==> src/rtl/ptp_int_master_pkg.sv <==
// Shared definitions for the PTP interrupt-master slice: FSM states,
// status bit positions, register offsets and small helpers.
package ptp_int_master_pkg;

  typedef enum logic [2:0] {
    ST_INIT = 3'd0,
    ST_IDLE = 3'd1,
    ST_RD   = 3'd2,
    ST_GAP  = 3'd3,
    ST_DISP = 3'd4,
    ST_MWR  = 3'd5
  } state_t;

  // Status / mask bit positions
  localparam int unsigned XMS_BIT = 2;
  localparam int unsigned RX_BIT  = 1;
  localparam int unsigned TX_BIT  = 0;

  // Register offsets from the interrupt block base address
  localparam logic [31:0] REG_STATUS = 32'd0;
  localparam logic [31:0] REG_MASK   = 32'd1;

  // Saturating 8-bit increment
  function automatic logic [7:0] sat_inc8(input logic [7:0] v);
    return (v == 8'hFF) ? v : v + 8'd1;
  endfunction

endpackage

==> src/rtl/ptp_int_bus_seq.sv <==
// Bus-cycle sequencer: drives rd_ce/wr_ce/addr/data for the RD, GAP and
// mask-write phases and times the RD/GAP phase lengths for the top FSM.
module ptp_int_bus_seq
  import ptp_int_master_pkg::*;
#(
  parameter logic [31:0] INT_BASE_ADDR = 32'h300,
  parameter int unsigned RD_LEN        = 2,
  parameter int unsigned GAP_LEN       = 4
) (
  input  logic        bus2ip_clk,
  input  logic        bus2ip_rst,
  input  state_t      state,
  input  state_t      state_nxt,
  input  logic [2:0]  wr_mask,
  output logic        rd_last,
  output logic        gap_last,
  output logic        rd_ce,
  output logic        wr_ce,
  output logic [31:0] addr,
  output logic [31:0] data
);

  localparam logic [7:0] RD_LAST  = 8'(RD_LEN - 1);
  localparam logic [7:0] GAP_LAST = 8'(GAP_LEN - 1);

  logic [7:0] cnt;
  logic       wr_go;
  logic       rd_phase_nxt;

  // INIT writes on its way out to IDLE, so it is keyed off the current state
  assign wr_go        = (state_nxt == ST_MWR) || (state == ST_INIT);
  assign rd_phase_nxt = (state_nxt == ST_RD) || (state_nxt == ST_GAP);
  assign rd_last      = (state == ST_RD)  && (cnt == RD_LAST);
  assign gap_last     = (state == ST_GAP) && (cnt == GAP_LAST);

  // Phase length counter, restarted on every state change
  always_ff @(posedge bus2ip_clk or posedge bus2ip_rst) begin
    if (bus2ip_rst) begin
      cnt <= '0;
    end else if (state_nxt != state) begin
      cnt <= '0;
    end else if (state == ST_RD || state == ST_GAP) begin
      cnt <= cnt + 8'd1;
    end
  end

  // Registered bus outputs reflecting the phase about to be entered
  always_ff @(posedge bus2ip_clk or posedge bus2ip_rst) begin
    if (bus2ip_rst) begin
      rd_ce <= 1'b0;
      wr_ce <= 1'b0;
      addr  <= '0;
      data  <= '0;
    end else begin
      rd_ce <= (state_nxt == ST_RD);
      wr_ce <= wr_go;
      if (rd_phase_nxt) begin
        addr <= INT_BASE_ADDR + REG_STATUS;
      end else if (wr_go) begin
        addr <= INT_BASE_ADDR + REG_MASK;
      end else begin
        addr <= '0;
      end
      data <= wr_go ? {29'b0, wr_mask} : '0;
    end
  end

endmodule

==> src/rtl/ptp_int_master.sv <==
// PTP interrupt bus master: reads the clear-on-read status register when the
// combined interrupt is high, pulses one event per enabled source, and keeps
// the controller's mask register in step with requested mask updates.
module ptp_int_master
  import ptp_int_master_pkg::*;
#(
  parameter logic [31:0] INT_BASE_ADDR = 32'h300,
  parameter logic [2:0]  INIT_MASK     = 3'b111,
  parameter int unsigned RD_LEN        = 2,
  parameter int unsigned GAP_LEN       = 4
) (
  input  logic        bus2ip_clk,
  input  logic        bus2ip_rst,
  input  logic        int_ptp_i,
  input  logic [31:0] ip2bus_data_i,
  output logic [31:0] bus2ip_addr_o,
  output logic [31:0] bus2ip_data_o,
  output logic        bus2ip_rd_ce_o,
  output logic        bus2ip_wr_ce_o,
  input  logic        mask_wr_i,
  input  logic [2:0]  mask_i,
  output logic        evt_xms_o,
  output logic        evt_rx_o,
  output logic        evt_tx_o,
  output logic [2:0]  status_o,
  output logic [2:0]  mask_o,
  output logic [7:0]  spur_cnt_o,
  output logic        busy_o
);

  state_t     state;
  state_t     state_nxt;
  logic       pend;
  logic [2:0] pend_mask;
  logic       rd_last;
  logic       gap_last;
  logic       mwr_go;
  logic       disp_go;
  logic [2:0] hit;
  logic [2:0] wr_mask;
  logic       unused_rd_hi;

  assign unused_rd_hi = ^ip2bus_data_i[31:3];
  assign mwr_go       = (state == ST_IDLE) && pend;
  assign disp_go      = (state_nxt == ST_DISP);
  assign hit          = status_o & mask_o;
  assign wr_mask      = (state == ST_INIT) ? INIT_MASK : pend_mask;

  // Next-state selection; a pending mask write outranks an interrupt
  always_comb begin
    state_nxt = state;
    unique case (state)
      ST_INIT: state_nxt = ST_IDLE;
      ST_IDLE: begin
        if (pend) begin
          state_nxt = ST_MWR;
        end else if (int_ptp_i) begin
          state_nxt = ST_RD;
        end
      end
      ST_RD:   if (rd_last)  state_nxt = ST_GAP;
      ST_GAP:  if (gap_last) state_nxt = ST_DISP;
      ST_DISP: state_nxt = ST_IDLE;
      ST_MWR:  state_nxt = ST_IDLE;
      default: state_nxt = ST_INIT;
    endcase
  end

  // State register
  always_ff @(posedge bus2ip_clk or posedge bus2ip_rst) begin
    if (bus2ip_rst) begin
      state <= ST_INIT;
    end else begin
      state <= state_nxt;
    end
  end

  // Pending mask request; a new request wins over the clear so none is lost
  always_ff @(posedge bus2ip_clk or posedge bus2ip_rst) begin
    if (bus2ip_rst) begin
      pend      <= 1'b0;
      pend_mask <= '0;
    end else if (mask_wr_i) begin
      pend      <= 1'b1;
      pend_mask <= mask_i;
    end else if (mwr_go) begin
      pend      <= 1'b0;
    end
  end

  // Shadow mask, captured status and busy flag
  always_ff @(posedge bus2ip_clk or posedge bus2ip_rst) begin
    if (bus2ip_rst) begin
      mask_o   <= '0;
      status_o <= '0;
      busy_o   <= 1'b0;
    end else begin
      if (state == ST_INIT) begin
        mask_o <= INIT_MASK;
      end else if (mwr_go) begin
        mask_o <= pend_mask;
      end
      if (rd_last) begin
        status_o <= ip2bus_data_i[2:0];
      end
      busy_o <= (state_nxt != ST_IDLE);
    end
  end

  // Service pulses and spurious-read counter, registered into the DISP cycle
  always_ff @(posedge bus2ip_clk or posedge bus2ip_rst) begin
    if (bus2ip_rst) begin
      evt_xms_o  <= 1'b0;
      evt_rx_o   <= 1'b0;
      evt_tx_o   <= 1'b0;
      spur_cnt_o <= '0;
    end else begin
      evt_xms_o <= disp_go && hit[XMS_BIT];
      evt_rx_o  <= disp_go && hit[RX_BIT];
      evt_tx_o  <= disp_go && hit[TX_BIT];
      if (disp_go && (status_o == 3'b000)) begin
        spur_cnt_o <= sat_inc8(spur_cnt_o);
      end
    end
  end

  ptp_int_bus_seq #(
    .INT_BASE_ADDR (INT_BASE_ADDR),
    .RD_LEN        (RD_LEN),
    .GAP_LEN       (GAP_LEN)
  ) u_bus_seq (
    .bus2ip_clk (bus2ip_clk),
    .bus2ip_rst (bus2ip_rst),
    .state      (state),
    .state_nxt  (state_nxt),
    .wr_mask    (wr_mask),
    .rd_last    (rd_last),
    .gap_last   (gap_last),
    .rd_ce      (bus2ip_rd_ce_o),
    .wr_ce      (bus2ip_wr_ce_o),
    .addr       (bus2ip_addr_o),
    .data       (bus2ip_data_o)
  );

endmodule

==> config.mk <==
export PLATFORM = sky130hd
export DESIGN_NAME = ptp_int_master
export DESIGN_NICKNAME = d
export VERILOG_FILES = /design/src/rtl/ptp_int_master_pkg.sv /design/src/rtl/ptp_int_bus_seq.sv /design/src/rtl/ptp_int_master.sv
export SDC_FILE = /design/constraint.sdc
export NUM_CORES = 1
export LEC_CHECK = 0
export BUFFER_PORTS_ARGS = -buffer_cell sky130_fd_sc_hd__buf_4
export CORE_MARGIN = 2
export CORE_UTILIZATION = 40
export CTS_CLUSTER_SIZE = 28
export DETAILED_ROUTE_END_ITERATION = 8
export MAX_ROUTING_LAYER = met4
export PLACE_DENSITY = 0.72
export SKIP_CTS_REPAIR_TIMING = 1
export SYNTH_ARGS = -nofsm -noshare
export SYNTH_HDL_FRONTEND = slang
export SYNTH_SLANG_ARGS = --single-unit
==> constraint.sdc <==
create_clock -name bus2ip_clk -period 1.6 [get_ports bus2ip_clk]
set_input_delay 0.24 -clock bus2ip_clk [delete_from_list [all_inputs] [get_ports bus2ip_clk]]
set_output_delay 0.24 -clock bus2ip_clk [all_outputs]
set_load 0.01 [all_outputs]
== After elaboration in Yosys (flattened, before gate mapping) ==
Cells that the tools add are included.

* Register bits: 99
* Latch bits: 0
* Memory bits (writable): 0
* Bits in read-only memories: 0
* Bits of input ports: 39
* Output and inout bits: 84
* Logic and storage cells: 65
* Memories: 0

* $add $sub $neg: 2
* Multipliers: 0
* Div/mod/pow operators: 0
* Order comparisons: 0
* Eq/ne operators: 14
* Shift-type cells: 0
* Muxes and demuxes: 15
* Bitwise operators: 2
* Reductions and logical operators: 17

{| class="wikitable"
|+ Operator list
! kind !! number
|-
| $mux 32 || 1
|-
| $mux 3 || 8
|-
| $add 8x1->8 const B || 2
|-
| $mux 8 || 2
|-
| $eq 3x2->1 const B || 4
|-
| $eq 3x3->1 const B || 4
|-
| $pmux 3 s4 || 1
|-
| $mux 10 || 1
|-
| $eq 8x1->1 const B || 1
|-
| $eq 8x2->1 const B || 1
|-
| $eq 8x8->1 const B || 1
|-
| $logic_and 1x1->1 || 7
|-
| $logic_not 3->1 || 2
|-
| $reduce_bool 2->1 || 3
|-
| $and 3x3->3 || 1
|-
| $eq 3x1->1 const B || 1
|-
| $logic_or 1x1->1 || 3
|-
| $ne 3x1->1 const B || 1
|-
| $ne 3x3->1 || 1
|-
| $reduce_or 3->1 || 1
|-
| $mux 1 || 2
|-
| $reduce_and 2->1 || 1
|-
| $not 1->1 || 1
|}

== Longest topological paths before layout ==
Gate-level depths: netlist of the first run.

* Depth in word-level cells: 8
* Gate-level depth with buffers: 6
* Gate-level depth less buffers: 5

== Cells and area by module ==
Synthesis of the first run repeated with hierarchy kept, for this count alone.

* Cell total of the unflattened synthesis: 221
* Area, all modules: 2250.9 sq um

{| class="wikitable"
|+ Modules (own cells, without submodules)
! module !! times used !! cells an instance !! area each (sq um)
|-
| ptp_int_bus_seq || 1 || 129 || 1161.1
|-
| ptp_int_master || 1 || 92 || 1089.8
|}

== Worst setup path after synthesis of the first run ==
No wires, ideal clock.

* Path kind: register to register
* From: register u_bus_seq.cnt[0]
* To: register spur_cnt_o[7]
* Setup time: 125 ps
* Arrival: 1560 ps
* Slack: -85 ps
* Stages on the path, launching flop included: 6
* Buffers on the path: 0
* Path through: dfrtp_1 > ha_1 > and4b_1 > nand4_4 > nor3_1 > mux2_2

* Cells in the longest elaborated chain, start to end: 7

{| class="wikitable"
|+ RTL lines
! element !! line !! source
|-
| start, declared || ptp_int_bus_seq.sv:26 || <nowiki>logic [7:0] cnt;</nowiki>
|-
| start signal, assigned || ptp_int_bus_seq.sv:43 || <nowiki>cnt <= cnt + 8'd1;</nowiki>
|-
| $eq 8x2->1 / $eq 8x1->1 (equally long branches) || ptp_int_bus_seq.sv:34, ptp_int_bus_seq.sv:33 ||
|-
| $logic_and 1x1->1 (on tied branches) || ptp_int_bus_seq.sv:34, ptp_int_bus_seq.sv:33 ||
|-
| $mux 3 (on tied branches) || ptp_int_master.sv:62, ptp_int_master.sv:61 ||
|-
| $pmux 3 s4 (*) || ptp_int_master.sv:52 || <nowiki>unique case (state)</nowiki>
|-
| $eq 3x3->1 (*) || ptp_int_master.sv:45 || <nowiki>assign disp_go = (state_nxt == ST_DISP);</nowiki>
|-
| $logic_and 1x1->1 (*) || ptp_int_master.sv:121 || <nowiki>if (disp_go && (status_o == 3'b000)) begin</nowiki>
|-
| $reduce_and 2->1 (no source line) (*) || - ||
|-
| end signal, assigned || ptp_int_master.sv:122 || <nowiki>spur_cnt_o <= sat_inc8(spur_cnt_o);</nowiki>
|-
| end, declared || ptp_int_master.sv:27 || <nowiki>output logic [7:0] spur_cnt_o,</nowiki>
|}

Mark *: on every way between the ends. The rest lies on a longest branch, timed or not.
A chain may end at the register's enable or synchronous reset.

== Worst setup path after layout of the first run ==
* From: register u_bus_seq.cnt[4]
* To: register status_o[1]

* Cells in the longest elaborated chain, start to end: 2

{| class="wikitable"
|+ RTL lines
! element !! line !! source
|-
| $eq 8x1->1 || ptp_int_bus_seq.sv:33 || <nowiki>assign rd_last = (state == ST_RD) && (cnt == RD_LAST);</nowiki>
|-
| $logic_and 1x1->1 || ptp_int_bus_seq.sv:33 ||
|-
| end signal, assigned || ptp_int_master.sv:104 || <nowiki>status_o <= ip2bus_data_i[2:0];</nowiki>
|-
| end, declared || ptp_int_master.sv:25 || <nowiki>output logic [2:0] status_o,</nowiki>
|}

Every way passes these cells.

==> results_dict.tcl, run 1 <==
set metrics [dict create \
    grt_max_degree 41 \
    synth.top_cell.area_share_pct 44.9 \
    rsz0062_at_grt "true" \
    dieArea_um2 6190 \
    synth_seq_cells 40 \
    synthTopCellsByArea "dfrtp_1 45%, buf_4 20%, xor2_1 4.3%, mux2_2 4.0%, nor2_1 2.9%" \
    numCtsBuffers 5 \
    finalSetupViolations 6 \
    antenna_left 0 \
    worst_ep_required_time_ns 1.78 \
    port_buffers 35 \
    worstPathArrival_ns 1.89 \
    hold_viol 0 \
    drv_slew 0 \
    tns_ns -0.551 \
    critPathSlowestCell "dfrtp_1" \
    status "finished with violations" \
    clock_skew_ns 0.00469 \
    p_leak_uw 0.00140 \
    grt_pass1_vias 1405 \
    dp_hpwl_um 3010 \
    wirelength_um 4090 \
    nets 322 \
    violations "negative setup slack" \
    grt_pass1_wl_um 6380 \
    cap_violations 0 \
    grt_overflow_total 0 \
    drive_above_1_share_pct 36.3 \
    grt_antenna_before_repair 0 \
    cts_buffer_depth 2 \
    cts_max_level 2 \
    path_class "reg2reg" \
    yosysMostFrequentCell "buf_4" \
    worst_slack_ns -0.110 \
    netlist_area_um2 2230 \
    cp_cell_sequence "nor4_4, buf_4, and2_2, nand4_1, mux2_2" \
    fp-row-count 27 \
    power_density_nw_per_um2 1240 \
    vias_per_cell 4.42 \
    period_needed_ns 1.71 \
    max_stage_delay_ns 0.41 \
    syn_avg_cell_area_um2 10.2 \
    synth_cell_type_count 40 \
    wl_per_cell_um 11.6 \
    synth_edf_count 0 \
    hp-class "in2async" \
    cp-start-kind "register" \
    grt_usage_pct 13.7 \
    die_h_um 78.7 \
    io_pins 123 \
    post-route-period-util_pct 107 \
    yosysWarnings 0 \
    netlist_top_cells_count "59 x buf_4, 40 x dfrtp_1, 17 x nor2_1" \
    cp_max_fo 5 \
    clk_latency_ns 0.29 \
    async_reset_ff_share_pct 100 \
    preCtsSetupSlack_ns -0.118 \
    synthCells 218 \
    synth_top_cell_by_area "dfrtp_1" \
    drc_errors 0 \
    fin_util_pct 51.3 \
    cp-end-kind "register" \
    vias 1561 \
    ys_seq_area_share_pct 44.9 \
    fp.dieW_um 78.7 \
    synthToLayoutAreaGrowth_pct 25.1 \
    drtIter0Drc 38 \
    core_um2 5440 \
    clock_sinks 40 \
    reg2reg_depth 5 \
    dr.pass1.iters 4 \
    cts_tree "yes" \
    clockRootBuffer "clkbuf_8" \
    place_congestion 0.768 \
    fmax_mhz 585 \
    path_clk_slew_ns 0.08 \
    synth_ff_type "dfrtp_1" \
    peakVddDrop_v 0.000710 \
    initial_utilization_pct 41.0 \
    num_antenna_cells 0 \
]
-- critical path: cells and delay by family (launching register included) --
kind | cells | cell delay (ns)
simple gates | 3 | 0.66
flops | 1 | 0.41
mux | 1 | 0.35
buf+inv | 1 | 0.18
-- state kept, by name (all words and copies together) (netlist names), 2 cells and up --
register	flops
u_bus_seq.addr	2
mask_o	3
status_o	3
pend_mask	3
u_bus_seq.cnt	8
u_bus_seq.data	3
state	3
spur_cnt_o	8
-- worst paths after layout --
check / startpoint / endpoint / slack, ns
min reg2reg: spur_cnt_o[6]$_DFFE_PP0P_ / spur_cnt_o[6]$_DFFE_PP0P_ / 0.51
min in group bus2ip_clk: mask_wr_i / pend$_DFFE_PP0P_ / 0.16
max reg2reg: u_bus_seq.cnt[4]$_DFFE_PP0P_ / status_o[1]$_DFFE_PP0P_ / -0.11
max in group asynchronous: bus2ip_rst / u_bus_seq.cnt[5]$_DFFE_PP0P_ / 1.20
max: u_bus_seq.cnt[4]$_DFFE_PP0P_ / status_o[1]$_DFFE_PP0P_ / -0.11
min: bus2ip_rst / spur_cnt_o[2]$_DFFE_PP0P_ / 0.06
-- metrics by stage --
stage | cells | instance area [µm²] | hold WS, ns | total power (µW)
floorplan | 275 | 2480 | 0.332 | 2120
global placement | 344 | 2570 | 0.404 | 2530
detailed placement | 344 | 2570 | 0.402 | 2560
CTS | 352 | 2690 | 0.0782 | 3440
global route | 353 | 2790 | 0.107 | 3700
finish | 353 | 2790 | 0.0596 | 3470
-- final cells by class --
class	instances	area, µm²
fillers	495	2650
multi-input cells	164	1080
flip-flops and latches	40	1000
repair buffers	63	480
well taps	72	90.1
clock buffers	6	82.6
clock inverters	2	38.8
inverters	6	22.5
-- placed cells by master, fill, tap and decap left out, types with 3 or more instances in the layout --
| cell type | synthesis | layout |
|---|---|---|
| nand3_1 | 5 | 5 |
| inv_1 | 6 | 6 |
| conb_1 | 1 | 58 |
| buf_4 | 59 | 61 |
| dfrtp_1 | 40 | 40 |
| nor2_4 | 0 | 6 |
| nor2_1 | 17 | 9 |
| a21oi_1 | 7 | 7 |
| nand2_1 | 12 | 12 |
| nand4_1 | 6 | 6 |
| xor2_1 | 11 | 11 |
| clkbuf_8 | 0 | 6 |
| and3_1 | 3 | 3 |
| mux2_2 | 8 | 6 |
-- layer usage --
| metal | vias up | routed length, µm | GRT usage [%] |
|---|---|---|---|
| li1 | 740 | - | - |
| met1 | 763 | 1770 | 16.7 |
| met2 | 53 | 2040 | 21.4 |
| met3 | 5 | 205 | 3.68 |
| met4 | 0 | 63 | 6.32 |
| met5 | - | 0 | - |
-- cell families (layout without fill, tap and decap cells) --
kind of cell / Yosys count / after routing / share of synthesized area, %
adders and majority gates: 3 / 3 / 1.68
muxes: 8 / 8 / 4.04
xor gates and xnor gates: 12 / 12 / 4.71
DFF: 40 / 40 / 44.9
other: 1 / 58 / 0.168
and+or+nand+nor: 61 / 61 / 15.7
AOI/OAI and AO/OA: 22 / 22 / 6.95
buffers and inverters: 71 / 77 / 21.9
-- report_power, final --
group          internal [µW]  total [µW]  switching, µW
registers               1210        1360            150
clock network            510         859            350
logic                    600        1250            647
total                   2320        3470           1150
No activity file was read; power rests on OpenSTA's default activity.
==> inputs of run 2 (changes only) <==
--- a/config.mk
+++ b/config.mk
@@ -6,11 +6,12 @@
 export NUM_CORES = 1
 export LEC_CHECK = 0
+export ABC_AREA = 1
 export BUFFER_PORTS_ARGS = -buffer_cell sky130_fd_sc_hd__buf_4
 export CORE_MARGIN = 2
-export CORE_UTILIZATION = 40
+export CORE_UTILIZATION = 41
 export CTS_CLUSTER_SIZE = 28
 export DETAILED_ROUTE_END_ITERATION = 8
 export MAX_ROUTING_LAYER = met4
-export PLACE_DENSITY = 0.72
+export PLACE_DENSITY = 0.73
 export SKIP_CTS_REPAIR_TIMING = 1
 export SYNTH_ARGS = -nofsm -noshare
==> constraint.sdc (replaced) <==
create_clock -name bus2ip_clk -period 1.6 [get_ports bus2ip_clk]
set_input_delay 0.32 -clock bus2ip_clk [delete_from_list [all_inputs] [get_ports bus2ip_clk]]
set_output_delay 0.32 -clock bus2ip_clk [all_outputs]
set_load 0.01 [all_outputs]
==> run 2 against run 1 <==
  * The flow now finishes without violations
  * Sequential power about the same
  * Sequential share of layout area up 2.7 points
  * Clock skew up 0.0031 ns
  * Via count up 0.38%
==> results_dict.tcl, run 2 <==
set metrics [dict create \
    vias_per_cell 4.19 \
    clockRootBuffer "clkbuf_8" \
    final_common_cell "conb_1" \
    cts_max_level 2 \
    clock_skew_ns 0.00784 \
    antenna_left 0 \
    grt_max_degree 41 \
    path_class "reg2reg" \
    fmax_mhz 672 \
    cts_buffer_depth 2 \
    max_stage_delay_ns 0.46 \
    vias 1567 \
    initial_utilization_pct 42.4 \
    cp-end-kind "register" \
    fin_util_pct 47.2 \
    cp_max_fo 8 \
    numCtsBuffers 5 \
    place_congestion 0.827 \
    synth.top_cell.area_share_pct 42.9 \
    clk_latency_ns 0.29 \
    worst_ep_required_time_ns 1.78 \
    tns_ns 0 \
    dr.pass1.iters 4 \
    synth_seq_cells 40 \
    comb_power_share_pct 37.5 \
    dp_hpwl_um 2750 \
    synthTopCellsByArea "dfrtp_1 43%, buf_4 19%, nand2_1 6.4%, inv_1 4.2%, xor2_1 3.0%" \
    power_switching_share_pct 38.0 \
    drtIter0Drc 87 \
    wl_per_cell_um 10.0 \
    nets 343 \
    grt_usage_pct 12.5 \
    synthCells 256 \
    drc_errors 0 \
    clock_power_share_pct 20.2 \
    synth_cell_type_count 30 \
    yosys.area_share.simple_pct 20.9 \
    fp.dieW_um 79.5 \
    io_pins 123 \
    num_antenna_cells 0 \
    netlist_top_cells_count "59 x buf_4, 40 x dfrtp_1, 40 x nand2_1" \
    port_buffers 35 \
    netlist_area_um2 2330 \
    synthToLayoutAreaGrowth_pct 11.4 \
    synth_top_cell_by_area "dfrtp_1" \
    worst_slack_ns 0.112 \
    p_seq_share_pct 42.3 \
    grt_antenna_before_repair 0 \
    peakVddDrop_v 0.000663 \
    die_h_um 79.5 \
    switchingPower_uw 1230 \
    ys_seq_area_share_pct 42.9 \
    async_reset_ff_share_pct 100 \
    synth_top_family_by_area "buffers and inverters" \
    layout_common_cells "58 x conb_1, 40 x nand2_1, 39 x dfrtp_1, 39 x buf_4, 26 x inv_1" \
    synth_xor_area_share_pct 4.88 \
    fp-row-count 27 \
    critPathSlowestCell "dfrtp_1" \
    synth-adder-area-share_pct 1.61 \
    core_um2 5510 \
    post-route-period-util_pct 93.0 \
    yosysMostFrequentCell "buf_4" \
    synth_ff_type "dfrtp_1" \
    power_density_nw_per_um2 1250 \
    synth_edf_count 0 \
    path_clk_slew_ns 0.08 \
    dieArea_um2 6310 \
    synthMuxAreaShare_pct 1.45 \
    cp-start-kind "register" \
    clock_sinks 40 \
    hold_viol 0 \
    wirelength_um 3750 \
    intPower_uw 2010 \
    yosysWarnings 0 \
    synth-compound-area-share_pct 4.45 \
    finalSetupViolations 0 \
    grt_overflow_total 0 \
    cap_violations 0 \
    drive_above_1_share_pct 28.5 \
    syn_avg_cell_area_um2 9.12 \
    hp-class "in2async" \
    reg_top3 "spur_cnt_o x8, u_bus_seq.cnt x8" \
    grt_pass1_vias 1437 \
    cp_cell_sequence "nor2_4, nand2_2, o21ai_4, nand3_2, nand2_1, nand2_2, nand2_4, nor2_2" \
    status "complete, no violations" \
    crit_top_cell "nand2_2" \
    cts_tree "yes" \
    p_leak_uw 0.00135 \
    worstPathArrival_ns 1.67 \
    period_needed_ns 1.49 \
    preCtsSetupSlack_ns 0.00711 \
    grt_pass1_wl_um 6040 \
    drv_slew 0 \
]
-- run 2: cell count changes in the layout (fill, tap and decap cells not counted), moves of 4 or more --
cell,before,now
xnor2_1,1,5
inv_1,6,26
nand2_2,0,6
a21oi_1,7,0
nor2_2,2,13
nand2_1,12,40
buf_4,61,39
o21ai_0,1,8
-- run 2: logic make-up after synthesis --
group	Yosys count
AOI/OAI and AO/OA	16
xor gates and xnor gates	13
adders and majority gates	3
buffers and inverters	87
DFF	40
muxes	3
other	1
and+or+nand+nor	93
-- run 2: worst max-delay path, delay by kind of cell, from the launching register on --
family	cells	cell delay, ns
DFF	1	0.46
AOI/OAI and AO/OA	1	0.19
and+or+nand+nor	7	0.73
-- run 2: routing by layer --
metal / wire, µm / track usage [%] / vias up / part of all wire (%)
li1: - / - / 766 / -
met1: 1530 / 13.2 / 733 / 41
met2: 1920 / 22.2 / 63 / 51
met3: 234 / 3.05 / 5 / 6.2
met4: 64 / 5.69 / 0 / 1.7
met5: 0 / - / - / 0
-- run 2: final cells by class --
type	count	area [µm²]
clock buffer	5	68.8
fill	532	2910
sequential	40	1000
clock inverter	3	18.8
multi-input combinational	187	1020
tap	72	90.1
timing repair buffer	39	293
inverter	28	110
-- run 2: worst paths after layout --
| check | to | cells after the start | from | slack (ns) |
|---|---|---|---|---|
| max | u_bus_seq.cnt[1]$_DFFE_PP0P_ | 8 | u_bus_seq.cnt[2]$_DFFE_PP0P_ | 0.11 |
| min | spur_cnt_o[7]$_DFFE_PP0P_ | 3 | bus2ip_rst | 0.14 |
| max reg2reg | u_bus_seq.cnt[1]$_DFFE_PP0P_ | 8 | u_bus_seq.cnt[2]$_DFFE_PP0P_ | 0.11 |
| min reg2reg | pend_mask[0]$_DFFE_PP0P_ | 2 | pend_mask[0]$_DFFE_PP0P_ | 0.52 |
| max in group asynchronous | u_bus_seq.cnt[0]$_DFFE_PP0P_ | 3 | bus2ip_rst | 1.09 |
| min in group bus2ip_clk | pend_mask[0]$_DFFE_PP0P_ | 3 | mask_i[0] | 0.22 |
-- run 2: metrics by stage --
stage               hold slack [ns]  total power [µW]  instance area, µm²  instances
floorplan                     0.427              2290                2550        313
global placement              0.481              2560                2470        362
detailed placement            0.477              2600                2470        362
CTS                           0.160              3260                2550        370
global route                  0.194              3460                2600        374
finish                        0.140              3240                2600        374
-- run 2: power groups by stage --
| stage | combinational, µW | clock (µW) | sequential (µW) |
|---|---|---|---|
| after floorplan | 858 | 0 | 1430 |
| after global placement | 1180 | 0 | 1390 |
| after detailed placement | 1210 | 0 | 1390 |
| after CTS | 1220 | 673 | 1370 |
| after global routing | 1360 | 708 | 1400 |
| final | 1220 | 654 | 1370 |
==> inputs of run 3 (changes only) <==
- CELL_PAD_IN_SITES_DETAIL_PLACEMENT: not set -> 0
- CELL_PAD_IN_SITES_GLOBAL_PLACEMENT: not set -> 1
- CORE_UTILIZATION: 41 -> 29
- PLACE_DENSITY: 0.73 -> 0.72
==> run 3 against run 2 <==
  * Cell area up 2.5%
  * Die area up 39%
  * Critical path type unchanged
  * Combinational power about the same
  * Highest routed layer unchanged
==> results_dict.tcl, run 3 (synthesized netlist as in run 2, its figures left out) <==
set metrics [dict create \
    worst_hold_slack_ns 0.155 \
    reg_top3 "spur_cnt_o x8, u_bus_seq.cnt x8" \
    synthToLayoutAreaGrowth_pct 14.2 \
    tns_ns 0 \
    drive_above_1_share_pct 28.4 \
    crit_family "simple AND/OR/NAND/NOR gates" \
    post-route-period-util_pct 94.3 \
    worst_slack_ns 0.0913 \
    drc_errors 0 \
    path_clk_slew_ns 0.08 \
    fin_util_pct 34.3 \
    core_um2 7770 \
    p_leak_uw 0.00138 \
    place_congestion 0.805 \
    vias 1562 \
    cp-start-kind "register" \
    clock_sinks 40 \
    cp_cell_sequence "ha_2, nand2_2, o21ai_4, nand3_2, nand2_1, nand2_2, nand2_4, nor2_2" \
    dieArea_um2 8780 \
    grt_antenna_before_repair 0 \
    hp-class "in2async" \
    fp-row-count 32 \
    reg2reg_depth 8 \
    dr.pass1.iters 4 \
    worst_ep_required_time_ns 1.78 \
    die_h_um 93.7 \
    grt_pass1_vias 1495 \
    clockRootBuffer "clkbuf_8" \
    wirelength_um 3830 \
    layout_common_cells "58 x conb_1, 43 x buf_4, 40 x nand2_1, 40 x dfrtp_1, 26 x inv_1" \
    path_class "reg2reg" \
    numCtsBuffers 5 \
    grt_usage_pct 9.75 \
    status "complete, no violations" \
    final_common_cell "conb_1" \
    cts_buffer_depth 2 \
    fp.dieW_um 93.7 \
    power_density_nw_per_um2 1210 \
    grt_pass1_wl_um 6610 \
    nets 347 \
    drtIter0Drc 63 \
    antenna_left 0 \
    cts_max_level 2 \
    preCtsSetupSlack_ns 0.0450 \
    clock_skew_ns 0.00441 \
    wl_per_cell_um 9.38 \
    finalSetupViolations 0 \
    fmax_mhz 663 \
    fillCellCount 841 \
    period_needed_ns 1.51 \
    worstPathArrival_ns 1.68 \
    max_stage_delay_ns 0.41 \
    critPathSlowestCell "dfrtp_1" \
    peakVddDrop_v 0.000406 \
    vias_per_cell 3.83 \
    worstReg2RegStart "u_bus_seq.cnt[0]$_DFFE_PP0P_" \
    io_pins 123 \
    cp-end-kind "register" \
    rsz0062_at_grt "true" \
    drv_slew 0 \
    cp-startpoint "u_bus_seq.cnt[0]$_DFFE_PP0P_" \
    cap_violations 0 \
    cp_max_fo 8 \
    hold_viol 0 \
    num_antenna_cells 0 \
    dp.cells 395 \
    initial_utilization_pct 30.1 \
    dp_hpwl_um 2980 \
    grt_max_degree 41 \
    crit_top_cell "nand2_2" \
    stdcell_count 408 \
    cp_num_buf_inv 0 \
    cts_tree "yes" \
    grt_overflow_total 0 \
    port_buffers 35 \
    clk_latency_ns 0.29 \
    r2r_setup_slack_ns 0.09 \
    rr_endpoint "u_bus_seq.cnt[1]$_DFFE_PP0P_" \
]
## run 3: changes by cell type in the layout (fill, tap and decap cells not counted)
cell,delta
buf_4,+4
nor2_1,+2
nor2_2,-2
buf_12,+1
dfrtp_1,+1
dfrtp_2,-1
ha_2,+1
ha_4,-1
nand2_2,-1
## run 3: power breakdown
part / switching (µW) / internal (µW) / total, µW
clock network: 344 / 303 / 647
registers: 142 / 1220 / 1370
logic: 731 / 487 / 1220
## run 3: metrics by stage
stage | power [µW] | area [µm²]
floorplan | 2290 | 2550
global placement | 2600 | 2530
detailed placement | 2630 | 2530
CTS | 3290 | 2610
global route | 3510 | 2670
finish | 3230 | 2670
## run 3: layer usage
metal	up-vias	routed length (µm)	part of all wire, %	track usage, %
met5	-	0	0	-
met4	0	55	1.4	3.26
met3	6	310	8.1	3.29
met2	62	1850	48	16.0
met1	724	1620	42	11.3
li1	770	-	-	-
## run 3: worst max path at each step
stage	to	depth (start not counted)
after floorplan	spur_cnt_o[4]$_DFFE_PP0P_	8
after global placement	u_bus_seq.cnt[1]$_DFFE_PP0P_	8
after detailed placement	spur_cnt_o[4]$_DFFE_PP0P_	8
after CTS	u_bus_seq.cnt[6]$_DFFE_PP0P_	8
after global routing	spur_cnt_o[4]$_DFFE_PP0P_	8
final	u_bus_seq.cnt[1]$_DFFE_PP0P_	8
## run 3: layout make-up
type / instances / area, µm² / area share [%]
Clock buffer: 5 / 68.8 / 2.58
Clock inverter: 3 / 18.8 / 0.704
Inverter: 28 / 110 / 4.13
Multi-Input combinational cell: 186 / 997 / 37.4
Sequential cell: 40 / 1000 / 37.5
Tap cell: 102 / 128 / 4.79
Timing Repair Buffer: 44 / 343 / 12.9
## run 3: worst min-delay path, delay by kind of cell
family | cells | cell delay, ns
buf+inv | 3 | 0.57
